$ cat config.mk
export PLATFORM = sky130hd
export DESIGN_NAME = reg_dump_scanner
export DESIGN_NICKNAME = d
export VERILOG_FILES = /design/src/rtl/reg_dump_scanner.sv
export SDC_FILE = /design/constraint.sdc
export NUM_CORES = 1
export LEC_CHECK = 0
export ABC_AREA = 1
export CAP_MARGIN = 20
export CORE_AREA = 2 2 90 92
export DETAILED_ROUTE_END_ITERATION = 6
export DIE_AREA = 0 0 92 94
export PLACE_DENSITY = 0.74
export SLEW_MARGIN = 20
export SYNTH_ARGS = -nofsm -noshare
export SYNTH_HDL_FRONTEND = slang
export SYNTH_SLANG_ARGS = --single-unit
$ cat constraint.sdc
create_clock -name clk -period 1.4 [get_ports clk]
set_clock_uncertainty 0.2 [all_clocks]
set_input_delay 0.35 -clock clk [delete_from_list [all_inputs] [get_ports clk]]
set_output_delay 0.35 -clock clk [all_outputs]
set_load 0.005 [all_outputs]
$ cat src/rtl/reg_dump_scanner.sv
// reg_dump_scanner
//
// Initiator side of the processor's register-observe port. On a start
// command it walks the index range lo_idx..hi_idx. For every index it drives
// `observe`, lets the core's `data_ob` settle, captures the returned word and
// offers it with its index on a valid/ready stream. It supports a
// single-sweep mode and a continuous mode that repeats until `stop`.
//
// Ports
//   clk        rising-edge system clock
//   reset      asynchronous, active-low reset
//   start      one-cycle request to begin a sweep (ignored while busy)
//   cont       sampled with start: 1 = repeat the sweep until stop
//   stop       ends the sweep after the word in flight is accepted
//   lo_idx     first index of the sweep, sampled with start
//   hi_idx     last index of the sweep, sampled with start
//   observe    register index driven to the core
//   data_ob    register value returned by the core
//   out_valid  out_data/out_idx hold a captured word
//   out_ready  consumer accepts the word when out_valid and out_ready are both 1
//   out_data   captured register value
//   out_idx    index of out_data
//   busy       a sweep is in progress
//   done       one-cycle pulse after a non-continuous sweep ends, or after
//              a start with an illegal range is rejected
module reg_dump_scanner #(
  parameter int NUM_REGS = 32,
  parameter int IDX_W    = 5,
  parameter int SETTLE   = 2
) (
  input  logic             clk,
  input  logic             reset,
  input  logic             start,
  input  logic             cont,
  input  logic             stop,
  input  logic [IDX_W-1:0] lo_idx,
  input  logic [IDX_W-1:0] hi_idx,
  output logic [IDX_W-1:0] observe,
  input  logic [31:0]      data_ob,
  output logic             out_valid,
  input  logic             out_ready,
  output logic [31:0]      out_data,
  output logic [IDX_W-1:0] out_idx,
  output logic             busy,
  output logic             done
);

  localparam int DATA_W = 32;

  // The counter is loaded with SETTLE and the word is captured on the cycle
  // it reads zero. observe has therefore been stable for SETTLE full cycles
  // after the cycle in which it changed, so out_valid rises SETTLE+1 cycles
  // after the observe change.
  localparam logic [3:0]       SETTLE_LD = 4'(SETTLE);
  localparam logic [IDX_W:0]   NREGS_W   = (IDX_W+1)'(NUM_REGS);
  localparam logic [IDX_W-1:0] IDX_ONE   = IDX_W'(1);

  typedef enum logic [1:0] {
    S_IDLE   = 2'd0,
    S_SETTLE = 2'd1,
    S_SEND   = 2'd2
  } state_t;

  state_t              state_q, state_d;
  logic [IDX_W-1:0]    obs_q, obs_d;
  logic [3:0]          cnt_q, cnt_d;
  logic [IDX_W-1:0]    lo_q, lo_d;
  logic [IDX_W-1:0]    hi_q, hi_d;
  logic                cont_q, cont_d;
  logic                stop_q, stop_d;
  logic                vld_q, vld_d;
  logic [DATA_W-1:0]   data_q, data_d;
  logic [IDX_W-1:0]    idx_q, idx_d;
  logic                done_q, done_d;
  logic                busy_w;
  logic                stop_pend;

  function automatic logic range_bad(input logic [IDX_W-1:0] lo,
                                     input logic [IDX_W-1:0] hi);
    return (lo > hi) || ({1'b0, hi} >= NREGS_W);
  endfunction

  assign busy_w = (state_q != S_IDLE);
  // A stop arriving in the same cycle as the handshake still counts.
  assign stop_pend = stop_q | stop;

  always_comb begin
    state_d = state_q;
    obs_d   = obs_q;
    cnt_d   = cnt_q;
    lo_d    = lo_q;
    hi_d    = hi_q;
    cont_d  = cont_q;
    stop_d  = stop_q | (stop & busy_w);
    vld_d   = vld_q;
    data_d  = data_q;
    idx_d   = idx_q;
    done_d  = 1'b0;

    case (state_q)
      S_IDLE: begin
        stop_d = 1'b0;
        if (start) begin
          lo_d   = lo_idx;
          hi_d   = hi_idx;
          cont_d = cont;
          if (range_bad(lo_idx, hi_idx)) begin
            done_d = 1'b1;
          end else begin
            obs_d   = lo_idx;
            cnt_d   = SETTLE_LD;
            state_d = S_SETTLE;
          end
        end
      end

      S_SETTLE: begin
        if (cnt_q == 4'd0) begin
          data_d  = data_ob;
          idx_d   = obs_q;
          vld_d   = 1'b1;
          state_d = S_SEND;
        end else begin
          cnt_d = cnt_q - 4'd1;
        end
      end

      S_SEND: begin
        if (vld_q && out_ready) begin
          vld_d = 1'b0;
          if (stop_pend) begin
            stop_d  = 1'b0;
            state_d = S_IDLE;
          end else if (obs_q != hi_q) begin
            obs_d   = obs_q + IDX_ONE;
            cnt_d   = SETTLE_LD;
            state_d = S_SETTLE;
          end else if (cont_q) begin
            obs_d   = lo_q;
            cnt_d   = SETTLE_LD;
            state_d = S_SETTLE;
          end else begin
            done_d  = 1'b1;
            state_d = S_IDLE;
          end
        end
      end

      default: begin
        state_d = S_IDLE;
        vld_d   = 1'b0;
      end
    endcase
  end

  always_ff @(posedge clk or negedge reset) begin
    if (!reset) begin
      state_q <= S_IDLE;
      obs_q   <= '0;
      cnt_q   <= '0;
      lo_q    <= '0;
      hi_q    <= '0;
      cont_q  <= 1'b0;
      stop_q  <= 1'b0;
      vld_q   <= 1'b0;
      data_q  <= '0;
      idx_q   <= '0;
      done_q  <= 1'b0;
    end else begin
      state_q <= state_d;
      obs_q   <= obs_d;
      cnt_q   <= cnt_d;
      lo_q    <= lo_d;
      hi_q    <= hi_d;
      cont_q  <= cont_d;
      stop_q  <= stop_d;
      vld_q   <= vld_d;
      data_q  <= data_d;
      idx_q   <= idx_d;
      done_q  <= done_d;
    end
  end

  assign observe   = obs_q;
  assign out_valid = vld_q;
  assign out_data  = data_q;
  assign out_idx   = idx_q;
  assign busy      = busy_w;
  assign done      = done_q;

endmodule
# Word-level counts from Yosys, hierarchy flattened
# Index checks and enable logic that the tools add are counted.
# word_totals
input_bits,48
ff_bits,62
word_cells,76
output_inout_bits,45
# classes
bitwise_logic,4
n_mux,36
n_eq_ne,10
magnitude_cmp,1
reduce_logical,12
n_addsub,2
# op_table
op,n
5-bit 2-to-1 mux,6
4-bit 2-to-1 mux,7
1-bit 2-to-1 mux,13
"2-bit inequality test, second input constant",6
4-bit case mux with 3 select lines,1
5-bit case mux with 2 select lines,1
2-bit 2-to-1 mux,4
7-bit AND reduction,1
2-bit case mux with 3 select lines,1
6-bit AND reduction,1
"5-bit by 1-bit adder with 5-bit output, second input constant",1
5-bit greater-than comparator,1
5-bit inequality test,1
4-bit zero test,1
1-bit case mux with 2 select lines,2
2-bit AND reduction,2
4-bit AND reduction,1
2-bit nonzero test,2
"4-bit by 1-bit subtractor with 4-bit output, second input constant",1
"3-bit inequality test, second input constant",1
1-bit case mux with 3 select lines,1
3-bit AND reduction,1
3-bit nonzero test,1
"2-bit by 1-bit == test with 1-bit output, second input constant",1
6 further kinds,7

# Depth between registers and ports, before layout
# Gate-level depths: netlist (run 1).
# logic_depth
ltp_word,6
ltp_mapped,12
mapped_depth_nobuf,12

# Worst setup path before layout (run 1)
# Ideal clock, no wire load.
# synth_path
kind,input -> register
start,input port hi_idx[4]
end,register cnt_q[2]
path_stages,11
setup_time_ns,0.117
slack_ns,-0.279
n_path_buf,0
required_ns,1.083
arrival_ns,1.362
cell_sequence,inv_1 ha_1 nand2_1 nor2_1 nand2_1 nand3_1 nand2_2 inv_4 nand3_2 nand2_1 nand2_1
# synth_via
elab_chain_cells,3
# synth_lines
item,line,rtl
start: declaration,37,"input logic [IDX_W-1:0] hi_idx,"
5-bit greater-than comparator,80,"return (lo > hi) || ({1'b0, hi} >= NREGS_W);"
2-bit inequality test (no line),-,
7-bit AND reduction (no line),-,
end signal: assignment,172,cnt_q <= cnt_d;
end: declaration,66,"logic [3:0] cnt_q, cnt_d;"
# No other way between the ends.
# A chain may end at the register's enable or synchronous reset.

# Worst setup path in the final report (run 1)
# layout_path
start,register obs_q[4] (netlist: observe[4])
end,register obs_q[4] (netlist: observe[4])
# layout_via
elab_chain_cells,5
word_cells_on_any_way,8
cone_classes,add/sub (1); eq/ne (2); mux (4); reduce/logical (1)
# layout_lines
item,line,rtl
start: declaration,65,"logic [IDX_W-1:0] obs_q, obs_d;"
start signal: assignment,171,obs_q <= obs_d;
5-bit by 1-bit adder with 5-bit output / 5-bit inequality test (equally long branches),"135, 134",
5-bit 2-to-1 mux,134,end else if (obs_q != hi_q) begin
5-bit 2-to-1 mux,131,if (stop_pend) begin
5-bit 2-to-1 mux,129,if (vld_q && out_ready) begin
5-bit case mux with 2 select lines,100,case (state_q)
# Parallel ways exist; a longest one is shown, timed or not. The select of a mux whose other input is x is not followed.

==> results.cfg, run 1 <==
[status]
status = finished with violations
violations = negative setup slack

[route]
wl_met2_mm = 5.788
drt_first_pass_iters = 5
wirelength_met1_mm = 4.071
avgViaCountPerCell = 4.876
vias = 3267
route.detailed.wl_per_inst_um = 16.29
drt-initial-drc-count = 148
postRouteAntennaNets = 0
top_layer = met4
wirelength_mm = 10.91
drc = 0
route.met3.wl_um = 730

[synth]
netlist_top_cells_area = dfrtp_1, nand2_1, inv_1
seq_area_frac_synth_pct = 52.06
yosysTopAreaCellShare_pct = 52.06
synth_area_leader_cell = dfrtp_1
synthMostInstantiatedCell = nand2_1
ys_async_sr_fraction_pct = 100.0
postSynthAreaPerCell_sq_um = 8.143
netlist_instances = 366
synth.distinct_cells = 24
netlist_top_cells_count = nand2_1, dfrtp_1, inv_1, o21ai_0, nand3_1
synth_edf_count = 0
synthFlopType = dfrtp_1
ys_warn_count = 0
syn-cell-area_sq_um = 2980
syn-num-nets = 422
synth-seq-cells = 62

[global_route]
grt_start_max_net_pins = 63
grt_pass1_wl_mm = 15.68
grt_pass1_vias = 3203
antenna_found_initial = 0
grt.overflow.total = 0
grtUsageTotal_pct = 23.42

[critical_path]
worstPathArrival_ns = 1.78
slowest_delay_ns = 0.41
r2r_start = observe[4]
end_kind = register
worst_path_max_delay_cell = dfrtp_1
worstPathCellList = buf_6 -> xnor2_2 -> nand3_4 -> clkinv_4 -> nand3_4 -> nand2_4 -> nor2_4 -> nand2_1 -> nand2_1
path_class = reg -> reg
critPathBufInv = 2
cp.required_ns = 1.41
critPathTopFamily = simple AND/OR/NAND/NOR gates
path_max_fanout = 6
cp-start-kind = register
critPathLaunch = observe[4]

[floorplan]
rows = 32
die_area_sq_um = 8648
start_util_pct = 39.18
coreArea_sq_um = 7607
die_y_um = 94
io_pins = 93
die_w_um = 92

[sta]
rsz0062_at_grt = yes
maxSlewViolCount = 0
slew_headroom_pct = 77.24
tightest_slew_ns = 0.3414
min_period_ns = 1.766
setup_violations = 82
fmax_ghz = 0.5664
period_share_pct = 126.1
fin_ws_ns = -0.3657
hold_violations = 0

[power]
ir_drop_mv = 0.9534
p_leak_nw = 3.006
powerDensity_nw_per_um2 = 2343

[cts]
cts_buffer_depth = 2
htree_levels = 3
cts.root.buffer_cell = clkbuf_8
clkLatencyLatePin_ns = 0.33
clk_pin_slew_ns = 0.06
cts_tree = done
cts_made_buffers = 9
cts.sinks = 62

[cells_and_area]
fin_nets = 619
drive_above_1_share_pct = 55.63
diodes = 0
area.growth.synth_to_final_pct = 89.29
instances_no_fill = 670
fillers = 497
fin_util_pct = 74.16

[run]
maxCapViolations = 0

[place]
placed_cells = 604
dpl.hpwl_mm = 5.507
gp_congestion = 0.8769
io_buffers = 92

[worst_hold_path]
hold_path_class = in -> reg
hold_start = hi_idx[4]
## per-stage QoR
step	hold slack [ns]	setup TNS, ns	setup WS [ns]	area [sq um]	power (mW)
2_1_floorplan	-0.1456	-3.585	-0.2004	3107	5.748
3_3_place_gp	0.1831	-15.79	-0.9133	4523	8.396
3_5_place_dp	0.1901	-17.55	-0.9875	4523	8.577
4_1_cts	0.1218	-12.99	-0.2894	5265	11.89
5_1_grt	0.1308	-20.53	-0.4619	5642	13.98
6_report	0.1286	-15.17	-0.3657	5642	13.22
## state kept, by name, summed over array words and instances (netlist names)
signal     cells
cnt_q          4
cont_q         1
done           1
hi_q           5
lo_q           5
observe        5
out_data      32
out_idx        5
out_valid      1
state_q        2
stop_q         1
## area by class of cell
cell class,count,area [sq um],area share [%]
inverters,35,188.9,3.349
well taps,102,127.6,2.262
multi-input cells,261,1798,31.87
flip-flops and latches,62,1556,27.59
repair buffers,194,1722,30.52
clock inverters,3,90.09,1.597
clock buffers,13,158.9,2.817
## metal layers
layer / vias to the layer above / global-route usage (%)
met5: - / 0
met4: 0 / 9.826
met3: 27 / 5.377
met2: 154 / 42.03
met1: 1561 / 26.88
li1: 1525 / -
## report_power, final
part	switching (mW)	internal [mW]	leakage [nW]
Sequential	0.520	2.66	0.767
Clock	0.706	1.28	0.124
Combinational	4.07	3.98	2.12
## timing repair
action	4_1_cts	5_1_grt
hold buffers	1	0
setup buffers	33	21
endpoints found under the setup margin	106	106
pin swaps	43	34
endpoints found under the hold margin	62	0
gates cloned	5	1
resized for setup	289	114
## placed cells by master (no fill, tap or decap), types with 7 or more instances in the layout
| cell type | Yosys | routed |
|---|---|---|
| nand2_1 | 185 | 90 |
| buf_4 | 0 | 70 |
| nand2_2 | 5 | 64 |
| dfrtp_1 | 62 | 58 |
| buf_2 | 8 | 43 |
| nand2_4 | 0 | 36 |
| clkdlybuf4s50_1 | 0 | 36 |
| buf_6 | 0 | 21 |
| inv_1 | 27 | 16 |
| clkbuf_8 | 0 | 11 |
| buf_12 | 0 | 10 |
| nand3_1 | 10 | 9 |
| o21ai_1 | 6 | 9 |
| inv_2 | 6 | 7 |
| nor2_1 | 9 | 7 |
## final timing paths
| kind | slack [ns] | cells after the start | endpoint |
|---|---|---|---|
| min | 0.13 | 3 | hi_q[4] |
| min reg2reg | 0.28 | 2 | out_data[3] |
| max in group asynchronous | 0.31 | 3 | state_q[0] |
| max reg2reg | -0.37 | 9 | observe[4] |
| max | -0.37 | 9 | observe[4] |
| min in group asynchronous | 0.37 | 3 | out_data[3] |
## worst reg2reg max path: stages, from the launching register on
cell,delay (ns)
dfrtp_1,0.41
buf_6,0.14
xnor2_2,0.24
nand3_4,0.19
clkinv_4,0.11
nand3_4,0.09
nand2_4,0.09
nor2_4,0.06
nand2_1,0.08
nand2_1,0.06
## cell families (layout without fill, tap and decap cells)
| family | Yosys count | after routing | synth area share, % |
|---|---|---|---|
| DFF | 62 | 62 | 52.06 |
| adders and majority gates | 8 | 8 | 3.359 |
| xor gates and xnor gates | 6 | 6 | 1.764 |
| buffers and inverters | 43 | 245 | 6.004 |
| and+or+nand+nor | 226 | 226 | 32.79 |
| AOI/OAI and AO/OA | 21 | 21 | 4.030 |
(Power assumes the default switching activity.)
==> run 2: changes to the inputs <==
PLACE_DENSITY = 0.69   (was 0.74)
clock period = 2.04 ns   (was 1.4 ns; I/O delays follow)
==> run 2 against run 1 <==
Compared with the run above: the run now ends clean; worst hold slack better by 0.14 ns; total power is 51% lower; clock-buffer cell count is 2 lower; routed wire length is 33% lower; register-to-register slack better by 0.60 ns; clock power is 47% lower; worst setup slack better by 0.40 ns; critical path type is now reg -> out; critical endpoint is now observe[3]; largest power group unchanged.
==> results.cfg, run 2 (same netlist as run 1, synthesis figures left out) <==
[floorplan]
die_w_um = 92
io_pins = 93
die_y_um = 94
coreArea_sq_um = 7607
rows = 32
start_util_pct = 39.18
die_area_sq_um = 8648

[route]
vias = 2666
route.detailed.wl_per_inst_um = 12.28
postRouteAntennaNets = 0
wirelength_mm = 7.282
avgViaCountPerCell = 4.496
drc = 0
drt-initial-drc-count = 153
drt_first_pass_iters = 6

[sta]
slew_headroom_pct = 71.60
maxSlewViolCount = 0
tightest_slew_ns = 0.4259
fmax_ghz = 0.4997
setup_violations = 0
whs_ns = 0.2717
hold_violations = 0
min_period_ns = 2.001
period_share_pct = 98.10

[global_route]
grtUsageTotal_pct = 18.23
grt.overflow.total = 0
grt_start_max_net_pins = 42
grt_pass1_wl_mm = 12.31
antenna_found_initial = 0
grt_pass1_vias = 2550

[cells_and_area]
layout_commonest_cell = nand2_1
layout_common_cells = nand2_1, clkdlybuf4s50_1, dfrtp_1, inv_1, buf_4
finalInstanceArea_sq_um = 4458
largest_reg_flops = 32
fin_nets = 543
drive_above_1_share_pct = 16.90
area.growth.synth_to_final_pct = 49.58
diodes = 0

[power]
p_leak_nw = 2.262
ir_drop_mv = 0.5268
powerDensity_nw_per_um2 = 1452

[critical_path]
path_class = reg -> out
critPathBufInv = 1
critical_path_cell_count = 1
end_kind = output pin
path_max_fanout = 6
worstPathArrival_ns = 1.29
cp.required_ns = 1.33
critPathTopFamily = buffers and inverters
worstRegToRegCells = 9
slowest_delay_ns = 0.53
cp-start-kind = register
worstPathCellList = clkdlybuf4s50_1
worst_path_max_delay_cell = clkdlybuf4s50_1

[place]
gp_congestion = 0.8420
post_dp_cell_area_sq_um = 4096
io_buffers = 92
dpl.hpwl_mm = 5.180

[worst_hold_path]
whs_path_depth = 2
hold_path_class = reg -> reg

[cts]
cts_tree = done
clk_pin_slew_ns = 0.07
cts_buffer_depth = 2
htree_levels = 3
cts.sinks = 62
cts.root.buffer_cell = clkbuf_8
cts_made_buffers = 9
clkLatencyLatePin_ns = 0.33

[run]
maxCapViolations = 0

[status]
status = complete, no violations
run 2: cell types whose count changed in the layout (fill, tap and decap cells not counted), sizes merged:
cell | before | now
buf | 147 | 26
clkdlybuf4s50 | 36 | 83
clkbuf | 15 | 11
dlymetal6s2s | 0 | 4
bufinv | 3 | 1
clkdlybuf4s15 | 2 | 0
clkinv | 1 | 3
dlygate4sd2 | 6 | 4
clkinvlp | 0 | 1
run 2: worst paths after layout:
path,start,end,slack [ns]
hold / removal,out_data[16],out_data[16],0.27
min in group asynchronous,reset,out_data[10],0.54
setup reg to reg,state_q[0],out_idx[1],0.23
hold reg to reg,out_data[16],out_data[16],0.27
max in group asynchronous,reset,state_q[0],0.75
setup / recovery,observe[3],observe[3],0.04
run 2: layout make-up:
| cell class | instances | area, sq um |
|---|---|---|
| Clock buffer | 11 | 141.4 |
| Clock inverter | 4 | 47.55 |
| Fill cell | 682 | 3149 |
| Inverter | 35 | 141.4 |
| Multi-Input combinational cell | 261 | 1323 |
| Sequential cell | 62 | 1559 |
| Tap cell | 102 | 127.6 |
| Timing Repair Buffer | 118 | 1119 |
run 2: layer usage:
metal  GRT usage (%)  part of all wire (%)
met5               0                     0
met4           8.085                   1.6
met3           4.575                   7.2
met2           28.19                    45
met1           24.33                    46
run 2: where the power goes:
part	leakage (nW)	internal (mW)	switching, mW
registers	0.765	1.83	0.378
clock network	0.0952	0.587	0.465
logic	1.40	1.59	1.63
run 2: metrics by stage:
stage | power [mW] | std cells | setup slack [ns] | TNS (ns) | util, %
3_3_place_gp | 5.181 | 567 | -0.3634 | -3.534 | 53.85
2_1_floorplan | 3.849 | 366 | 0.2010 | 0 | -
4_1_cts | 6.406 | 587 | 0.01495 | 0 | 57.38
5_1_grt | 7.040 | 593 | -0.0001248 | -0.0001248 | 58.60
6_report | 6.475 | 593 | 0.03873 | 0 | 58.60
3_5_place_dp | 5.260 | 567 | -0.4130 | -3.933 | 53.85
run 2: timing repair:
| item | 4_1_cts | 5_1_grt |
|---|---|---|
| gates resized for setup | 15 | 15 |
| pin swaps | 4 | 6 |
| hold buffers | 1 | 0 |
| endpoints found under the hold margin | 5 | 0 |
| setup buffers | 4 | 6 |
| endpoints found under the setup margin | 16 | 14 |
==> run 3: changes to the inputs <==
CAP_MARGIN = 10   (was 20)
CTS_CLUSTER_DIAMETER = 80   (was unset)
SLEW_MARGIN = unset   (was 20)
==> results of run 3 <==
The final DEF is identical to that of run 2; final timing and power are the same.
